==> config.mk <==
export PLATFORM = sky130hd
export DESIGN_NAME = wb_write_arbiter
export DESIGN_NICKNAME = d
export VERILOG_FILES = /design/src/rtl/wb_write_arbiter.sv
export SDC_FILE = /design/constraint.sdc
export NUM_CORES = 1
export LEC_CHECK = 0
export CAP_MARGIN = 20
export CORE_ASPECT_RATIO = 1.1
export CORE_MARGIN = 4
export CORE_UTILIZATION = 45
export DETAILED_ROUTE_END_ITERATION = 8
export DONT_BUFFER_PORTS = 1
export HOLD_SLACK_MARGIN = 0.1
export PLACE_DENSITY = 0.65
export SYNTH_ARGS = -nofsm -noshare
export SYNTH_HDL_FRONTEND = slang
export SYNTH_SLANG_ARGS = --single-unit
==> constraint.sdc <==
create_clock -name clk_i -period 3.8 [get_ports clk_i]
set_input_delay 0.76 -clock clk_i [delete_from_list [all_inputs] [get_ports clk_i]]
set_output_delay 0.76 -clock clk_i [all_outputs]
set_load 0.1 [all_outputs]
==> src/rtl/wb_write_arbiter.sv <==
// wb_write_arbiter
//   Drives the register file's single write port (ad3/we3/wd3) from two
//   producers: the single-cycle ALU result path and the multi-cycle memory
//   result path. Memory results wait in a small in-order FIFO. The FIFO
//   drains whenever the ALU does not own the port. An ALU write kills any
//   older buffered result aimed at the same register. A combinational
//   lookup exposes values that are pending but not yet committed.
//
// Ports
//   clk_i, rst_n_i                 clock; asynchronous active-low reset
//   alu_valid_i/alu_rd_i/alu_data_i  ALU result (no backpressure)
//   mem_valid_i/mem_rd_i/mem_data_i  memory result offer
//   mem_ready_o                    buffer has a free slot
//   q_rd_i, fwd_hit_o, fwd_data_o  forwarding query and answer
//   drain_req_o                    buffer full; upstream must hold ALU writes
//   we3_o, ad3_o, wd3_o            registered regfile write port
module wb_write_arbiter #(
  parameter int ADDRESS_WIDTH = 5,
  parameter int DATA_WIDTH    = 32,
  parameter int DEPTH         = 2
) (
  input  logic                     clk_i,
  input  logic                     rst_n_i,
  input  logic                     alu_valid_i,
  input  logic [ADDRESS_WIDTH-1:0] alu_rd_i,
  input  logic [DATA_WIDTH-1:0]    alu_data_i,
  input  logic                     mem_valid_i,
  output logic                     mem_ready_o,
  input  logic [ADDRESS_WIDTH-1:0] mem_rd_i,
  input  logic [DATA_WIDTH-1:0]    mem_data_i,
  input  logic [ADDRESS_WIDTH-1:0] q_rd_i,
  output logic                     fwd_hit_o,
  output logic [DATA_WIDTH-1:0]    fwd_data_o,
  output logic                     drain_req_o,
  output logic                     we3_o,
  output logic [ADDRESS_WIDTH-1:0] ad3_o,
  output logic [DATA_WIDTH-1:0]    wd3_o
);

  localparam int PTR_W = $clog2(DEPTH);
  localparam int CNT_W = $clog2(DEPTH + 1);
  typedef logic [PTR_W-1:0] ptr_t;
  typedef logic [CNT_W-1:0] cnt_t;
  localparam cnt_t FULL = cnt_t'(DEPTH);

  // A slot's valid bit is set only while it is occupied and not killed.
  // A killed slot still occupies the FIFO until it is popped.
  logic [DEPTH-1:0]         valid_q, valid_d;
  logic [ADDRESS_WIDTH-1:0] rd_q   [DEPTH];
  logic [DATA_WIDTH-1:0]    data_q [DEPTH];
  ptr_t                     head_q, head_d, tail_q, tail_d;
  cnt_t                     count_q, count_d;

  logic                     we3_q, we3_d;
  logic [ADDRESS_WIDTH-1:0] ad3_q, ad3_d;
  logic [DATA_WIDTH-1:0]    wd3_q, wd3_d;

  logic push, pop;
  ptr_t fwd_idx;

  // Ready comes from registered state only, so a pop in this cycle does not
  // open a slot until the next cycle.
  assign mem_ready_o = (count_q < FULL);
  assign drain_req_o = (count_q == FULL);
  // Results for r0 are accepted but never stored.
  assign push        = mem_valid_i && mem_ready_o && (mem_rd_i != '0);
  assign pop         = !alu_valid_i && (count_q != '0);

  always_comb begin
    valid_d = valid_q;
    head_d  = head_q;
    tail_d  = tail_q;
    count_d = count_q;
    we3_d   = 1'b0;
    ad3_d   = ad3_q;
    wd3_d   = wd3_q;

    if (alu_valid_i) begin
      if (alu_rd_i != '0) begin
        we3_d = 1'b1;
        ad3_d = alu_rd_i;
        wd3_d = alu_data_i;
        for (int i = 0; i < DEPTH; i++) begin
          if (rd_q[i] == alu_rd_i) valid_d[i] = 1'b0;
        end
      end
    end else if (pop) begin
      if (valid_q[head_q]) begin
        we3_d = 1'b1;
        ad3_d = rd_q[head_q];
        wd3_d = data_q[head_q];
      end
      valid_d[head_q] = 1'b0;
      head_d          = head_q + ptr_t'(1);
    end

    // A same-cycle memory result is older than the ALU write to the same
    // register, so it is stored already dead.
    if (push) begin
      valid_d[tail_q] = !(alu_valid_i && (alu_rd_i == mem_rd_i));
      tail_d          = tail_q + ptr_t'(1);
    end

    case ({push, pop})
      2'b10:   count_d = count_q + cnt_t'(1);
      2'b01:   count_d = count_q - cnt_t'(1);
      default: count_d = count_q;
    endcase
  end

  // Scan oldest to youngest so that the youngest matching entry wins. The
  // output register is older than anything still buffered.
  always_comb begin
    fwd_hit_o  = 1'b0;
    fwd_data_o = '0;
    fwd_idx    = head_q;
    if (q_rd_i != '0) begin
      if (we3_q && (ad3_q == q_rd_i)) begin
        fwd_hit_o  = 1'b1;
        fwd_data_o = wd3_q;
      end
      for (int i = 0; i < DEPTH; i++) begin
        fwd_idx = head_q + ptr_t'(i);
        if (valid_q[fwd_idx] && (rd_q[fwd_idx] == q_rd_i)) begin
          fwd_hit_o  = 1'b1;
          fwd_data_o = data_q[fwd_idx];
        end
      end
    end
  end

  always_ff @(posedge clk_i or negedge rst_n_i) begin
    if (!rst_n_i) begin
      valid_q <= '0;
      head_q  <= '0;
      tail_q  <= '0;
      count_q <= '0;
      we3_q   <= 1'b0;
      ad3_q   <= '0;
      wd3_q   <= '0;
    end else begin
      valid_q <= valid_d;
      head_q  <= head_d;
      tail_q  <= tail_d;
      count_q <= count_d;
      we3_q   <= we3_d;
      ad3_q   <= ad3_d;
      wd3_q   <= wd3_d;
    end
  end

  // Payload storage needs no reset; the valid bits gate every use of it.
  always_ff @(posedge clk_i) begin
    if (push) begin
      rd_q[tail_q]   <= mem_rd_i;
      data_q[tail_q] <= mem_data_i;
    end
  end

  assign we3_o = we3_q;
  assign ad3_o = ad3_q;
  assign wd3_o = wd3_q;

endmodule

==> results.rst, run 1 <==
.. list-table::
   :header-rows: 1

   * - Metric
     - Value
   * - Outcome
     - finished, final reports clean
   * - Maximum VDD drop
     - around 750 uV
   * - Final count of pins violating max slew
     - 0
   * - Diodes inserted
     - 0
   * - Growth of design area from synthesis to finish
     - 38.2%
   * - Antenna viol nets, final
     - 0
   * - Worst-case clock skew
     - 0.0110 ns
   * - Share of the synthesized netlist area taken by xor and xnor gates
     - 0.0470
   * - DP Wirelength
     - approximately 13,000 um
   * - CTS clock-pin slew for the worst setup and hold paths
     - 0.06 ns
   * - Highest-delay cell along the critical path
     - dfrtp_4
   * - Critical-path cell list
     - buf_4, mux2i_1, xor2_1, nand4_1, buf_4, buf_4, a2111oi_0, buf_4, a311oi_4, buf_12
   * - Crit path max-delay family
     - buffers and inverters
   * - Mapped Nets
     - roughly 660
   * - Sum of buffers and inverters on the critical path
     - 5
   * - Initial DRT Pass Iterations
     - 4
   * - Bufs on Longest Clock Path
     - 2
   * - Share of the cycle needed by the critical path after routing
     - 0.984
   * - Vias in the first global route
     - between 5,000 and 6,000
   * - Worst-Skew Late Latency
     - 0.42 ns
   * - Most common cell after layout, fill and taps aside
     - edfxtp_1
   * - Dpl ws
     - roughly 0.064 ns
   * - Unrepaired setup endpoints after global routing
     - yes
   * - Synthesis Warnings
     - 0
   * - Total Routed Length
     - 19,300 um
   * - X dimension of the die
     - roughly 120 um
   * - Post-route setup slack
     - approximately 0.060 ns
   * - Boundary pin count
     - ~160
   * - Slowest Stage Delay on Critical Path
     - 0.54 ns
   * - Fmax
     - 0.267 GHz
   * - Sequential area share after synthesis
     - 0.510
   * - Data arrival, critical path
     - just under 3 ns
   * - Vias
     - between 5,000 and 6,000
   * - CP startpoint kind
     - flip-flop
   * - Post-synthesis average cell area
     - ~11 um^2
   * - Final setup violation count
     - 0
   * - Routed len/inst
     - between 20 and 25 um
   * - Most used cells in the layout excluding fill and tap cells
     - 74 x edfxtp_1, 43 x buf_4, 40 x mux2i_1, 40 x dfrtp_1
   * - Adder and majority gate portion of the synthesized area
     - 0.00192
   * - Kind of end point of the critical path
     - output pin
   * - Post-synthesis cell area
     - 0.00652 mm^2
   * - First-pass GRT wire length
     - 30,100 um
   * - Antenna violations before repair
     - 0
   * - Cell type with the highest occurrence count on the critical path
     - buf_4
   * - Complex-gate fraction of the synthesized area
     - 0.167
   * - Worst hold margin
     - 0.196 ns
   * - Layout net count
     - 707
   * - Pwr/cell area
     - 841 mW/mm^2
   * - GRT Overall Usage
     - 0.240
   * - CTS tree
     - built
   * - Fraction of layout instances using a drive strength above 1
     - 0.340
   * - Clock buffer count from CTS
     - 17
   * - Core Region
     - about 0.014 mm^2
   * - Number of clock sinks
     - approximately 120
   * - Cell chosen for the clock root
     - clkbuf_16
   * - CTS HTree Levels
     - 4
   * - Tightest Hold Check Type
     - primary input to asynchronous set/reset pin
   * - Effective utilization at floorplan
     - 0.465
   * - Required time reported for the critical path endpoint
     - around 3.0 ns
   * - Mux contribution to synthesized area
     - 0.125
   * - Hold Vio Cnt, Final
     - 0
   * - GRT Residual Overflow
     - 0
   * - Minimum period implied by the final worst setup slack
     - between 3 and 4 ns
   * - Post-Syn Instances
     - roughly 570
   * - Worst slew margin relative to its limit
     - 0.345
   * - Via/cell ratio
     - 6.11
   * - Peak fanout along the critical path
     - 20
   * - Largest net degree at the start of global routing
     - 76
   * - Worst Tran Pin Value
     - roughly 0.98 ns
   * - Number of DRC markers after the initial detailed-route iteration
     - 290
   * - Number of input and output port buffers inserted
     - 0
   * - Worst setup path class
     - flip-flop to output pin
   * - Total of flip-flops plus latches after synthesis
     - between 100 and 150
   * - Die height
     - ~130 um
   * - Static leakage
     - a little over 3 nW
   * - Final Wtd Congestion
     - 0.840
   * - Number of max-cap violations
     - 0
   * - Largest family of logic cells by synthesized area
     - compound AO/OA/AOI/OAI gates
   * - Synthesized-area fraction occupied by and/or/nand/nor cells
     - 0.109
   * - DRC violations left
     - 0
   * - Cell row count
     - between 40 and 50
   * - Die Footprint
     - approximately 0.016 mm^2
   * - Number of distinct library cells after synthesis
     - 39
==> power by group <==
| part | internal (mW) | total, mW | switching (mW) |
|---|---|---|---|
| Combinational | 1.04 | 2.86 | 1.82 |
| Clock | 1.10 | 1.66 | 0.558 |
| Sequential | 1.71 | 3.05 | 1.34 |
| Total | 3.86 | 7.57 | 3.71 |
==> cells in the mapped netlist <==
cell / n / area share
o32ai_1: 1 / 0.0013
a2111oi_0: 32 / 0.043
a311oi_1: 30 / 0.040
mux2i_1: 43 / 0.066
nor4_1: 2 / 0.0019
buf_1: 1 / 0.00058
edfxtp_1: 74 / 0.34
nand2_1: 8 / 0.0046
o211ai_1: 33 / 0.038
a21oi_1: 37 / 0.028
ha_1: 1 / 0.0019
o21a_1: 1 / 0.0012
buf_2: 13 / 0.010
a211o_1: 1 / 0.0013
xnor2_1: 17 / 0.023
and3_1: 1 / 0.00096
nand3_1: 2 / 0.0015
nand2b_1: 1 / 0.00096
inv_1: 6 / 0.0035
or2_1: 1 / 0.00096
nor2b_1: 34 / 0.033
o2bb2ai_1: 1 / 0.0013
nand4_1: 2 / 0.0019
nand4_2: 1 / 0.0019
clkbuf_1: 40 / 0.023
o21ai_0: 8 / 0.0061
buf_6: 2 / 0.0035
or4_1: 3 / 0.0035
a211oi_1: 2 / 0.0023
nor3_1: 4 / 0.0031
mux2_2: 34 / 0.059
or2_2: 1 / 0.00096
a2bb2oi_1: 2 / 0.0027
nor2_1: 41 / 0.024
xor2_1: 18 / 0.024
o221ai_1: 1 / 0.0013
and4_1: 1 / 0.0013
dfrtp_1: 44 / 0.17
or3_1: 30 / 0.029
==> metrics by stage <==
stage               TNS [ns]  cell area (um^2)  power [mW]  instances  utilization
floorplan             -0.715              7160        5.01        574            -
global placement           0              8160        5.68        783        0.582
detailed placement         0              8160        5.75        783        0.582
CTS                  -0.0637              8880        7.50        818        0.634
global route         -0.0933              9010        7.88        824        0.643
finish                     0              9010        7.57        824        0.643
==> final timing paths <==
| path | startpoint | to | slack (ns) | cells after the start |
|---|---|---|---|---|
| max | head_q$_DFFE_PN0P_ | fwd_data_o[24] | 0.06 | 10 |
| min | rst_n_i | wd3_o[7]$_DFFE_PN0P_ | 0.20 | 1 |
| max reg2reg | count_q[1]$_DFFE_PN0P_ | data_q[1][2]$_DFFE_PP_ | 1.28 | 5 |
| min reg2reg | tail_q$_DFFE_PN0N_ | tail_q$_DFFE_PN0N_ | 0.56 | 1 |
| max in group asynchronous | rst_n_i | head_q$_DFFE_PN0P_ | 3.35 | 1 |
| min in group clk_i | mem_data_i[21] | data_q[1][21]$_DFFE_PP_ | 0.43 | 0 |
==> registers in the layout, indices dropped and copies added (netlist names) <==
register and count:
wd3_o 32, tail_q 1, we3_o 1, head_q 1
data_q 64, ad3_o 5, valid_q 2, count_q 2
rd_q 10
==> timing repair <==
item / CTS / global route
hold endpoints to repair: 44 / 0
gates cloned: 1 / 0
pin swaps: 1 / 19
gates resized for setup: 27 / 22
hold buffers: 1 / 0
setup buffers: 1 / 6
setup endpoints to repair: 31 / 32
==> layout make-up <==
cell class | count | area (um^2)
Clock buffer | 21 | 450
Timing Repair Buffer | 85 | 1130
Fill cell | 1032 | 5010
Multi-Input combinational cell | 395 | 3680
Clock inverter | 11 | 156
Inverter | 6 | 22.5
Sequential cell | 118 | 3330
Tap cell | 188 | 235
==> per-layer routing <==
| metal | global-route usage | wire [um] | up-vias |
|---|---|---|---|
| li1 | - | - | 2339 |
| met1 | 0.289 | 7590 | 2512 |
| met2 | 0.395 | 9920 | 160 |
| met3 | 0.0822 | 1520 | 23 |
| met4 | 0.0958 | 318 | 0 |
| met5 | 0 | 0 | - |
==> cell families after synthesis <==
| logic type | after synthesis |
|---|---|
| AO/OA/AOI/OAI | 149 |
| buffers and inverters | 62 |
| multiplexers | 77 |
| adder cells (fa/ha/maj) | 1 |
| flip-flops | 118 |
| XOR/XNOR | 35 |
| AND/OR/NAND/NOR | 132 |
Note: power is estimated with default switching activity, not from simulation.
==> run 2, diff against run 1 <==
--- a/config.mk
+++ b/config.mk
@@ -13,6 +13,7 @@
 export DONT_BUFFER_PORTS = 1
 export HOLD_SLACK_MARGIN = 0.1
 export PLACE_DENSITY = 0.65
+export REMOVE_ABC_BUFFERS = 1
 export SYNTH_ARGS = -nofsm -noshare
 export SYNTH_HDL_FRONTEND = slang
 export SYNTH_SLANG_ARGS = --single-unit
==> results.rst, run 2 (synthesis gave the netlist of run 1 again) <==
.. list-table::
   :header-rows: 1

   * - Metric
     - Value
   * - Outcome
     - finished, final reports clean
   * - Diodes inserted
     - 0
   * - Static leakage
     - roughly 3.1 nW
   * - Required time reported for the critical path endpoint
     - just over 3 ns
   * - Final Wtd Congestion
     - a little over 0.8
   * - Kind of end point of the critical path
     - output pin
   * - Number of max-cap violations
     - 0
   * - Number of clock sinks
     - about 120
   * - Minimum period implied by the final worst setup slack
     - 3.75 ns
   * - Bufs on Longest Clock Path
     - 2
   * - X dimension of the die
     - 123 um
   * - DRC violations left
     - 0
   * - CTS clock-pin slew for the worst setup and hold paths
     - ~0.050 ns
   * - CTS HTree Levels
     - 4
   * - GRT Residual Overflow
     - 0
   * - First-pass GRT wire length
     - roughly 30,000 um
   * - Growth of design area from synthesis to finish
     - 39.9%
   * - Worst Tran Pin Value
     - around 1 ns
   * - Design internal power
     - 3.61 mW
   * - Post-layout total power
     - between 7 and 8 mW
   * - Register with the most flip-flops
     - data_q
   * - Worst-case clock skew
     - ~0.0073 ns
   * - Fraction of layout instances using a drive strength above 1
     - 0.338
   * - Clock buffer count from CTS
     - 17
   * - Via/cell ratio
     - 6.22
   * - Clock power share
     - 0.184
   * - Total Routed Length
     - approximately 20,000 um
   * - Layout net count
     - 728
   * - Number of input and output port buffers inserted
     - 0
   * - Final setup violation count
     - 0
   * - Die Footprint
     - 0.0165 mm^2
   * - Hold Vio Cnt, Final
     - 0
   * - Fin area
     - a little over 0.009 mm^2
   * - Worst setup path class
     - flip-flop to output pin
   * - Tightest Hold Check Type
     - primary input to asynchronous set/reset pin
   * - Dpl ws
     - 0.239 ns
   * - Vias in the first global route
     - roughly 5,400
   * - Routed len/inst
     - 24.0 um
   * - Cell chosen for the clock root
     - clkbuf_16
   * - Worst slew margin relative to its limit
     - 0.342
   * - Share of the cycle needed by the critical path after routing
     - 0.988
   * - Most used cells in the layout excluding fill and tap cells
     - 74 x edfxtp_1, 57 x buf_4, 43 x dfrtp_1
   * - Switching part of the total power
     - 0.507
   * - Layout Cells excl Fill
     - between 800 and 900
   * - Fmax
     - 0.266 GHz
   * - Most common cell after layout, fill and taps aside
     - edfxtp_1
   * - Sequential group share of total power
     - 0.414
   * - CTS tree
     - built
   * - Share of total power in combinational logic
     - 0.402
   * - Largest net degree at the start of global routing
     - 76
   * - Boundary pin count
     - 156
   * - Antenna viol nets, final
     - 0
   * - Core Region
     - between 0.01 and 0.015 mm^2
   * - Number of DRC markers after the initial detailed-route iteration
     - between 400 and 500
   * - Peak fanout along the critical path
     - 31
   * - Vias
     - 5,256
   * - Initial DRT Pass Iterations
     - 5
   * - Unrepaired setup endpoints after global routing
     - yes
   * - Maximum VDD drop
     - about 570 uV
   * - Antenna violations before repair
     - 0
   * - Effective utilization at floorplan
     - 0.465
   * - CP startpoint kind
     - flip-flop
   * - Worst-Skew Late Latency
     - 0.42 ns
   * - Total placed instance area
     - approximately 0.0083 mm^2
   * - Final count of pins violating max slew
     - 0
   * - DP Wirelength
     - about 13,000 um
   * - Post-route setup slack
     - 0.0463 ns
   * - Pwr/cell area
     - about 800 mW/mm^2
   * - Number of flip-flops in the largest register
     - between 60 and 70
   * - GRT Overall Usage
     - 0.242
   * - Die height
     - roughly 130 um
   * - Cell row count
     - 45
   * - Switching power total
     - 3.71 mW
   * - Placed Instances
     - between 700 and 800
   * - Data arrival, critical path
     - ~3 ns
[run 2: power by group through the flow]
| stage | clock [mW] | sequential [mW] | combinational (mW) |
|---|---|---|---|
| floorplan | 0 | 3.29 | 1.53 |
| global placement | 0 | 3.02 | 2.65 |
| detailed placement | 0 | 3.04 | 2.71 |
| CTS | 1.37 | 3.02 | 2.79 |
| global route | 1.43 | 3.07 | 3.10 |
| finish | 1.35 | 3.02 | 2.94 |
[run 2: final timing paths]
check | startpoint | endpoint | slack (ns) | cells past startpoint
worst max-delay path | head_q$_DFFE_PN0P_ | fwd_data_o[30] | 0.05 | 9
worst min-delay path | rst_n_i | wd3_o[24]$_DFFE_PN0P_ | 0.19 | 1
worst max register to register | count_q[1]$_DFFE_PN0P_ | data_q[1][17]$_DFFE_PP_ | 1.42 | 5
worst min register to register | tail_q$_DFFE_PN0N_ | tail_q$_DFFE_PN0N_ | 0.57 | 1
max in group asynchronous | rst_n_i | head_q$_DFFE_PN0P_ | 3.33 | 1
min in group clk_i | mem_data_i[23] | data_q[1][23]$_DFFE_PP_ | 0.44 | 0
[run 2: metrics by stage]
| stage | util | hold slack, ns | TNS, ns |
|---|---|---|---|
| final | 0.650 | 0.188 | 0 |
| after global routing | 0.650 | 0.190 | -0.501 |
| after CTS | 0.633 | 0.198 | 0 |
| after detailed placement | 0.592 | 0.466 | 0 |
| after global placement | 0.592 | 0.466 | 0 |
| after floorplan | - | 0.464 | -141.29 |
[run 2: metal layers]
layer | global-route usage | vias up | part of all wire
li1 | - | 2367 | -
met1 | 0.284 | 2647 | 0.39
met2 | 0.401 | 208 | 0.51
met3 | 0.0886 | 34 | 0.089
met4 | 0.0940 | 0 | 0.020
met5 | 0 | - | 0
[run 2: area by class of cell]
type	count	area (um^2)
multi-input cells	396	3680
repair buffers	105	1370
fillers	1025	4900
well taps	188	235
inverters	6	22.5
clock buffers	31	478
flip-flops and latches	118	3330
clock inverters	1	5.00
[run 2: worst max-delay path: stages, from the launching register on]
cell and delay, ns:
dfrtp_4 0.55, buf_4 0.20, buf_4 0.16, nor2b_2 0.16, o2bb2ai_2 0.14, nand4_2 0.14, buf_12 0.20, or3_1 0.43
a311oi_4 0.35, buf_12 0.22
[run 2: timing repair]
item / in CTS / in global routing
buffers inserted: 2 / 8
hold endpoints to repair: 44 / 0
pin swaps: 2 / 18
resized for setup: 14 / 46
hold buffers: 1 / 0
endpoints found under the setup margin: 32 / 32
gates cloned: 2 / 1
